File: src/rtl/serial_cmp_pkg.sv
// Shared definitions for the bit-serial magnitude comparator.
//   - State encoding for the sequencer FSM (IDLE / RUN).
//   - cmp_step(): one LSB-first comparison step, p' = (ai & ~bi) | (~(ai ^ bi) & p).
//     The running flag p means "the bits seen so far of a exceed those of b".
package serial_cmp_pkg;

  localparam logic ST_IDLE = 1'b0;
  localparam logic ST_RUN  = 1'b1;

  typedef enum logic {
    StIdle = ST_IDLE,
    StRun  = ST_RUN
  } state_e;

  // A higher bit that differs overrides everything below it; equal bits pass p through.
  function automatic logic cmp_step(input logic p, input logic ai, input logic bi);
    return (ai & ~bi) | (~(ai ^ bi) & p);
  endfunction

endpackage

File: src/rtl/cmp_cell_lsb.sv
// Single LSB-first comparison cell, purely combinational. The sequencer time-multiplexes
// one instance of this cell across all operand bits.
// Ports:
//   p      in  1  running "a > b so far" flag from the previous bit
//   ai     in  1  current bit of operand A
//   bi     in  1  current bit of operand B
//   first  in  1  1 = bit 0: ignore p and apply the init law (ai & ~bi)
//   p_next out 1  updated flag
module cmp_cell_lsb
  import serial_cmp_pkg::*;
(
  input  logic p,
  input  logic ai,
  input  logic bi,
  input  logic first,
  output logic p_next
);

  always_comb begin
    p_next = first ? (ai & ~bi) : cmp_step(p, ai, bi);
  end

endmodule

File: src/rtl/serial_cmp_sequencer.sv
// Bit-serial unsigned magnitude comparator controller: z = (a > b).
// One cmp_cell_lsb is reused over N clock cycles, LSB first. The start edge evaluates bit 0
// from the live inputs while latching them; RUN evaluates bits 1..N-1 from the latched copies.
// Optional build macro: SERIAL_CMP_ABORT_EN adds an abort input that cancels a RUN without a
// done pulse and without touching z.
// Ports:
//   clk     in  1   rising-edge clock
//   rst     in  1   synchronous active-high reset
//   start   in  1   request, only honoured while busy is low
//   a, b    in  N   operands, captured with an accepted start
//   abort   in  1   (SERIAL_CMP_ABORT_EN only) cancel the running comparison
//   busy    out 1   comparison in progress
//   done    out 1   one-cycle pulse, z valid
//   z       out 1   result, held until the next done (cleared by rst)
//   bit_idx out IW  bit being processed, 0 when idle
module serial_cmp_sequencer
  import serial_cmp_pkg::*;
#(
  parameter  int unsigned N  = 8,
  localparam int unsigned IW = $clog2(N)
) (
  input  logic          clk,
  input  logic          rst,
  input  logic          start,
  input  logic [N-1:0]  a,
  input  logic [N-1:0]  b,
`ifdef SERIAL_CMP_ABORT_EN
  input  logic          abort,
`endif
  output logic          busy,
  output logic          done,
  output logic          z,
  output logic [IW-1:0] bit_idx
);

  localparam logic [IW-1:0] LastIdx = IW'(N - 1);

  state_e        state_q;
  logic [N-1:0]  a_q;
  logic [N-1:0]  b_q;
  logic          p_q;
  logic          busy_q;
  logic          done_q;
  logic          z_q;
  logic [IW-1:0] idx_q;

  logic cell_first;
  logic cell_ai;
  logic cell_bi;
  logic p_next;
  logic abort_w;

`ifdef SERIAL_CMP_ABORT_EN
  assign abort_w = abort;
`else
  assign abort_w = 1'b0;
`endif

  // In IDLE the cell looks at bit 0 of the live inputs so the start edge does useful work.
  always_comb begin
    cell_first = (state_q == StIdle);
    cell_ai    = cell_first ? a[0] : a_q[idx_q];
    cell_bi    = cell_first ? b[0] : b_q[idx_q];
  end

  cmp_cell_lsb u_cell (
    .p      (p_q),
    .ai     (cell_ai),
    .bi     (cell_bi),
    .first  (cell_first),
    .p_next (p_next)
  );

  always_ff @(posedge clk) begin
    if (rst) begin
      state_q <= StIdle;
      a_q     <= '0;
      b_q     <= '0;
      p_q     <= 1'b0;
      busy_q  <= 1'b0;
      done_q  <= 1'b0;
      z_q     <= 1'b0;
      idx_q   <= '0;
    end else begin
      done_q <= 1'b0;
      unique case (state_q)
        StIdle: begin
          if (start) begin
            a_q     <= a;
            b_q     <= b;
            p_q     <= p_next;
            idx_q   <= IW'(1);
            busy_q  <= 1'b1;
            state_q <= StRun;
          end
        end
        StRun: begin
          if (abort_w) begin
            // Cancelled: drop back to IDLE, keep the previous result.
            busy_q  <= 1'b0;
            idx_q   <= '0;
            state_q <= StIdle;
          end else if (idx_q == LastIdx) begin
            z_q     <= p_next;
            done_q  <= 1'b1;
            busy_q  <= 1'b0;
            idx_q   <= '0;
            state_q <= StIdle;
          end else begin
            p_q   <= p_next;
            idx_q <= idx_q + IW'(1);
          end
        end
      endcase
    end
  end

  assign busy    = busy_q;
  assign done    = done_q;
  assign z       = z_q;
  assign bit_idx = idx_q;

endmodule
File: config.mk
export PLATFORM = sky130hd
export DESIGN_NAME = serial_cmp_sequencer
export DESIGN_NICKNAME = d
export VERILOG_FILES = /design/src/rtl/serial_cmp_pkg.sv /design/src/rtl/cmp_cell_lsb.sv /design/src/rtl/serial_cmp_sequencer.sv
export SDC_FILE = /design/constraint.sdc
export NUM_CORES = 1
export LEC_CHECK = 0
export ABC_AREA = 1
export ABC_CLOCK_PERIOD_IN_PS = 2100
export BUFFER_PORTS_ARGS = -buffer_cell sky130_fd_sc_hd__buf_4
export CORE_MARGIN = 1.5
export CORE_UTILIZATION = 40
export CTS_CLUSTER_DIAMETER = 40
export CTS_CLUSTER_SIZE = 20
export DETAILED_ROUTE_END_ITERATION = 8
export GPL_TIMING_DRIVEN = 0
export PLACE_DENSITY_LB_ADDON = 0.05
export REMOVE_ABC_BUFFERS = 1
export SLEW_MARGIN = 0
export SYNTH_ARGS = -nofsm -noshare
export SYNTH_HDL_FRONTEND = slang
export SYNTH_SLANG_ARGS = --single-unit
File: constraint.sdc
create_clock -name clk -period 2.1 [get_ports clk]
set_clock_uncertainty 0.1 [all_clocks]
set_input_delay 0.105 -clock clk [delete_from_list [all_inputs] [get_ports clk]]
set_output_delay 0.105 -clock clk [all_outputs]
set_load 0.005 [all_outputs]
==> results of run 1 <==
==> registers in the layout, summed over array words and instances, names as in the netlist <==
name / flops
bit_idx: 3
done: 1
state_q: 1
b_q: 8
p_q: 1
a_q: 8
z: 1
busy: 1
==> stage by stage <==
step / total power [mW] / cell area [µm²] / utilization / worst slack, ps / instances
2_1_floorplan: 0.629 / 1120 / - / 207 / 141
3_3_place_gp: 0.690 / 1340 / 0.481 / -62.5 / 196
3_5_place_dp: 0.694 / 1340 / 0.481 / -54.2 / 196
4_1_cts: 1.06 / 1570 / 0.565 / 130 / 218
5_1_grt: 1.10 / 1570 / 0.565 / 6.22 / 218
6_report: 1.05 / 1570 / 0.565 / 164 / 218
==> where the power goes <==
group	leakage, nW	switching, mW	internal [mW]	total [mW]
clock	0.0279	0.144	0.193	0.337
combinational	0.476	0.0973	0.0992	0.197
sequential	0.198	0.0240	0.488	0.512
total	0.703	0.266	0.780	1.05
==> metal layers <==
metal  vias to the layer above  track usage  routed length, µm
met2                        12        0.250               1020
met3                         2       0.0204                 63
li1                        551            -                  -
met5                         -            0                  0
met1                       443        0.215               1200
met4                         0       0.0498                 15
==> logic make-up after synthesis <==
kind of cell / count (synthesis) / synth area share
AO/OA/AOI/OAI: 36 / 0.210
adder cells (fa/ha/maj): 3 / 0.0317
buffers and inverters: 23 / 0.116
flip-flops: 24 / 0.406
AND/OR/NAND/NOR: 60 / 0.236
==> final timing paths <==
check	end	slack, ps	depth (start not counted)
worst max register to register	p_q	160	11
worst max-delay path	p_q	160	11
worst min register to register	b_q[7]	370	2
worst min-delay path	bit_idx[2]	4	4
==> layout make-up <==
type                            instances  share of cell area
Inverter                               18              0.0462
Multi-Input combinational cell         99               0.360
Timing Repair Buffer                   42               0.229
Clock inverter                          1              0.0191
Clock buffer                            3              0.0143
Sequential cell                        24               0.307
Tap cell                               31              0.0247
==> Yosys cell counts (2+ instances only) <==
| master | n | area [µm²] |
|---|---|---|
| nand2_1 | 22 | 82.6 |
| nor2_2 | 4 | 25.0 |
| o21ai_0 | 7 | 35.0 |
| o21ai_1 | 2 | 10.0 |
| dfxtp_1 | 24 | 480 |
| a21oi_2 | 4 | 35.0 |
| ha_1 | 3 | 37.5 |
| nand3_1 | 10 | 50.1 |
| nor2_1 | 21 | 78.8 |
| buf_6 | 4 | 45.0 |
| a21oi_1 | 8 | 40.0 |
| inv_2 | 3 | 11.3 |
| inv_1 | 13 | 48.8 |
| o21ai_2 | 12 | 105 |
==> worst register-to-register path, stage by stage, from the launching register on <==
cell and delay, ps:
dfxtp_2 490, inv_1 190, nand2_1 100, nand3_1 70
nand3_1 90, nand3_1 70, nand2_1 70, inv_1 40
ha_1 260, a31o_2 260, nor2_2 90, nor2_2 30
==> timing repair <==
item                                   in CTS  in global routing
hold buffers                               18                  0
endpoints found under the hold margin      21                  0
setup endpoints to repair                   2                  0
resized for setup                           1                  0
==> qor.csv, run 1 <==
metric;value;unit
status;completed;
path_cells;inv_1, nand2_1, nand3_1, nand3_1, nand3_1, nand2_1, inv_1, ha_1, a31o_2, nor2_2, nor2_2;
start_util;0.426;
power.density;665;mW/mm²
dieArea;0.00329;mm²
synth_flop_cell;dfxtp_1;
p_leak;0.703;nW
post-route-min-period;1940;ps
avgSynthCellArea;8.11;µm²
mostFrequentLayoutCells;24 x buf_4, 23 x dfxtp_1, 22 x nand2_1;
hp-start;start;
drv_slew;0;
multiInputGateArea;566;µm²
critPathSlowestCell;dfxtp_2;
track_usage;0.155;
gp_congestion;0.718;
crit_family;simple AND/OR/NAND/NOR gates;
arrival;2070;ps
via_count;1008;
startpoint_type;flip-flop;
antenna_cells;0;
io_buffers;24;
fmax;0.517;GHz
holdWs;4.34;ps
grt_pass1_vias;967;
grt_overflow;0;
synth-seq-cells;24;
finalSetupViolCount;0;
die_w;57.4;µm
cap_violations;0;
async_reset_ff_frac;0;
core_area;0.00278;mm²
dpl.hpwl;1.62;mm
synth_edf_count;0;
clock-sinks;24;
regArea;482;µm²
syn_to_final_growth;32.8;%
period_share;0.922;
crit_path_frequent_cell;nand3_1;
wl;2.31;mm
clk_latency;320;ps
totalNegativeSetupSlack;0;ps
postRouteAntennaNets;0;
rr_startpoint;bit_idx[0];
path_buf_inv;2;
drtIter0Drc;33;
ir_drop;0.000434;V
grt_pass1_wl;4.14;mm
num_rows;19;
wl_per_cell;10.6;µm
grt_max_degree;27;
clockRootBuffer;clkbuf_4;
die_h;57.4;µm
syn_area;0.00118;mm²
ios;25;
num-fill-cells;289;
layout_commonest_cell;buf_4;
tightest_slew;447;ps
final_nets;210;
vias_per_cell;4.62;
cpPeakStageDelay;490;ps
ys_seq_area_frac;0.406;
cp_max_fo;14;
endpoint_kind;flip-flop;
critPathLaunch;bit_idx[0];
crit_required;2240;ps
final_layout_size_suffix_gt1_frac;0.305;
yosysUniqueCellTypes;23;
path_class;flip-flop to flip-flop;
relSlewSlack;0.701;
cts_max_level;1;
clockBufferDepth;2;
hold_violations;0;
rsz0062_at_grt;no;
numCtsBuffers;3;
netlist_instances;146;
antenna_found_initial;0;
yosys_warnings;0;
path_clk_slew;150;ps
drcViolationCount;0;
hp-class;input port to flip-flop;
post_cts_buffers;0;
first_pass_iters;4;
cts_tree;done;
Power figures use the tool's default switching activity.
==> run 2: changes to the inputs <==
--- a/config.mk
+++ b/config.mk
@@ -9,7 +9,7 @@
 export ABC_CLOCK_PERIOD_IN_PS = 2100
 export BUFFER_PORTS_ARGS = -buffer_cell sky130_fd_sc_hd__buf_4
 export CORE_MARGIN = 1.5
-export CORE_UTILIZATION = 40
+export CORE_UTILIZATION = 52
 export CTS_CLUSTER_DIAMETER = 40
 export CTS_CLUSTER_SIZE = 20
 export DETAILED_ROUTE_END_ITERATION = 8
==> run 2 against run 1 <==
Against the previous run:
- sequential share of layout area increased by 0.91 points
- core utilization rose by 14 points
- power shrank 9.1%
- register-to-register slack improved by 100 ps
- worst setup slack better by 100 ps
- critical path depth down 2
- global-route usage up 5.7 points
- sequential power about the same
- first-iteration DRC count shrank 73%
- clock power down 28%
- routed wire length up 0.30%
- highest routed layer unchanged
==> qor.csv, run 2 (same netlist as run 1, synthesis figures left out) <==
metric;value;unit;change
hp-start;b[0];;
start_util;0.546;;+0.120
rsz0062_at_grt;no;;
final_nets;208;;-0.95%
wl;2.31;mm;+0.30%
syn_to_final_growth;29.6;%;
cp_max_fo;14;;unchanged
final_area;0.00153;mm²;-2.4%
power.density;619;mW/mm²;-6.9%
grt_pass1_vias;954;;-1.3%
min_to;b_q[0];;
die_h;50.7;µm;-12%
path_clk_slew;130;ps;-20 ps
p_clk_frac;0.256;;-0.067
p_switching;0.260;mW;-2.3%
cpPeakStageDelay;450;ps;-40 ps
r2r_end;p_q;;
grt_overflow;0;;unchanged
hp-class;input port to flip-flop;;
rr_worst_depth;9;;-2
track_usage;0.212;;+0.0570
ios;25;;unchanged
p_leak;0.685;nW;-2.5%
arrival;1970;ps;-100 ps
cts_max_level;1;;unchanged
drcViolationCount;0;;unchanged
seqPwrFrac;0.538;;+0.049
drtIter0Drc;9;;-73%
ir_drop;0.000493;V;+13%
p_total;0.950;mW;-9.1%
cts_tree;done;;
critPathLaunch;bit_idx[0];;
clockRootBuffer;clkbuf_4;;
r2r_slack;270;ps;+100 ps
clockBufferDepth;2;;unchanged
tightest_slew;451;ps;+3.73 ps
swShare;0.273;;+0.0190
num_rows;17;;-2
numCtsBuffers;3;;unchanged
post-route-min-period;1830;ps;-101 ps
mostFrequentLayoutCells;24 x buf_4, 23 x dfxtp_1, 22 x nand2_1;;
drv_slew;0;;unchanged
io_buffers;24;;unchanged
gp_congestion;0.768;;+6.9%
core_area;0.00217;mm²;-22%
hold_violations;0;;unchanged
period_share;0.874;;-0.0483
cap_violations;0;;unchanged
utilization;0.707;;+0.142
critPathSlowestCell;dfxtp_4;;
clk_latency;320;ps;about the same
status;completed;;
vias_per_cell;4.68;;+1.2%
wl_per_cell;10.9;µm;+2.7%
relSlewSlack;0.699;;-0.00247
whs_path_depth;3;;-1
grt_pass1_wl;4.02;mm;-3.0%
via_count;997;;-1.1%
crit_family;flip-flops;;
path_buf_inv;1;;-1
finalSetupViolCount;0;;unchanged
dieArea;0.00257;mm²;-22%
final_layout_size_suffix_gt1_frac;0.308;;+0.00330
path_cells;inv_1, o21ai_0, nand3_1, nand3_1, nand2_1, ha_1, a31o_2, nor2_2, nor2_2;;
endpoint_kind;flip-flop;;
intPower;0.691;mW;-11%
path_class;flip-flop to flip-flop;;
crit_required;2230;ps;about the same
num-fill-cells;187;;-35%
die_w;50.7;µm;-12%
fmax;0.545;GHz;+5.5%
first_pass_iters;4;;unchanged
antenna_cells;0;;unchanged
dpl.hpwl;1.56;mm;-3.7%
combPwrFrac;0.205;;+0.017
clock-sinks;24;;unchanged
layout_commonest_cell;buf_4;;
startpoint_type;flip-flop;;
placed_cell_area;0.00133;mm²;-0.28%
antenna_found_initial;0;;unchanged
rr_startpoint;bit_idx[0];;
grt_max_degree;27;;unchanged
postRouteAntennaNets;0;;unchanged
[run 2: changes by cell type in the layout (fill, tap and decap cells not counted), sizes merged]
cell,before,now
dlygate4sd3,18,16
bufinv,1,0
clkbuf,3,4
[run 2: per-layer routing]
metal | vias up | global-route usage | share of wire
li1 | 547 | - | -
met1 | 431 | 0.238 | 0.47
met2 | 15 | 0.388 | 0.49
met3 | 4 | 0.0357 | 0.025
met4 | 0 | 0.0946 | 0.014
met5 | - | 0 | 0
[run 2: metrics by stage]
step / setup slack, ps / TNS [ps] / cells / hold WS (ps)
after floorplan: 207 / 0 / 141 / 74.1
after global routing: 72.6 / 0 / 213 / 19.4
after global placement: -15.4 / -15.4 / 193 / 206
final: 266 / 0 / 213 / 0.670
after CTS: 162 / 0 / 213 / 4.48
after detailed placement: -36.1 / -46.5 / 193 / 209
[run 2: power groups by stage]
stage	registers, mW	logic [mW]	clock network, mW
floorplan	0.516	0.113	0
global placement	0.520	0.167	0
detailed placement	0.522	0.172	0
CTS	0.512	0.197	0.248
finish	0.511	0.195	0.244
global route	0.516	0.221	0.267
[run 2: what timing repair did]
action                                 CTS  global route
endpoints found under the hold margin   20             0
cloned                                   0             0
resized for setup                        1             1
hold buffers                            16             0
setup endpoints to repair                2             2
setup buffers                            0             0
[run 2: worst max-delay path by stage]
stage,end,depth (start not counted)
after floorplan,p_q,9
after detailed placement,p_q,11
after global routing,p_q,9
final,p_q,9
after global placement,p_q,9
after CTS,p_q,11
[run 2: final cells by class]
| class | instances | area, µm² | area share |
|---|---|---|---|
| Inverter | 18 | 72.6 | 0.0473 |
| Multi-Input combinational cell | 99 | 566 | 0.369 |
| Clock buffer | 4 | 36.3 | 0.0237 |
| Timing Repair Buffer | 40 | 340 | 0.222 |
| Sequential cell | 24 | 484 | 0.316 |
| Tap cell | 28 | 35.0 | 0.0228 |
[run 2: worst min-delay path: cells and delay by family]
family | cells | cell delay, ps
buf+inv | 1 | 90
compound gates | 2 | 190
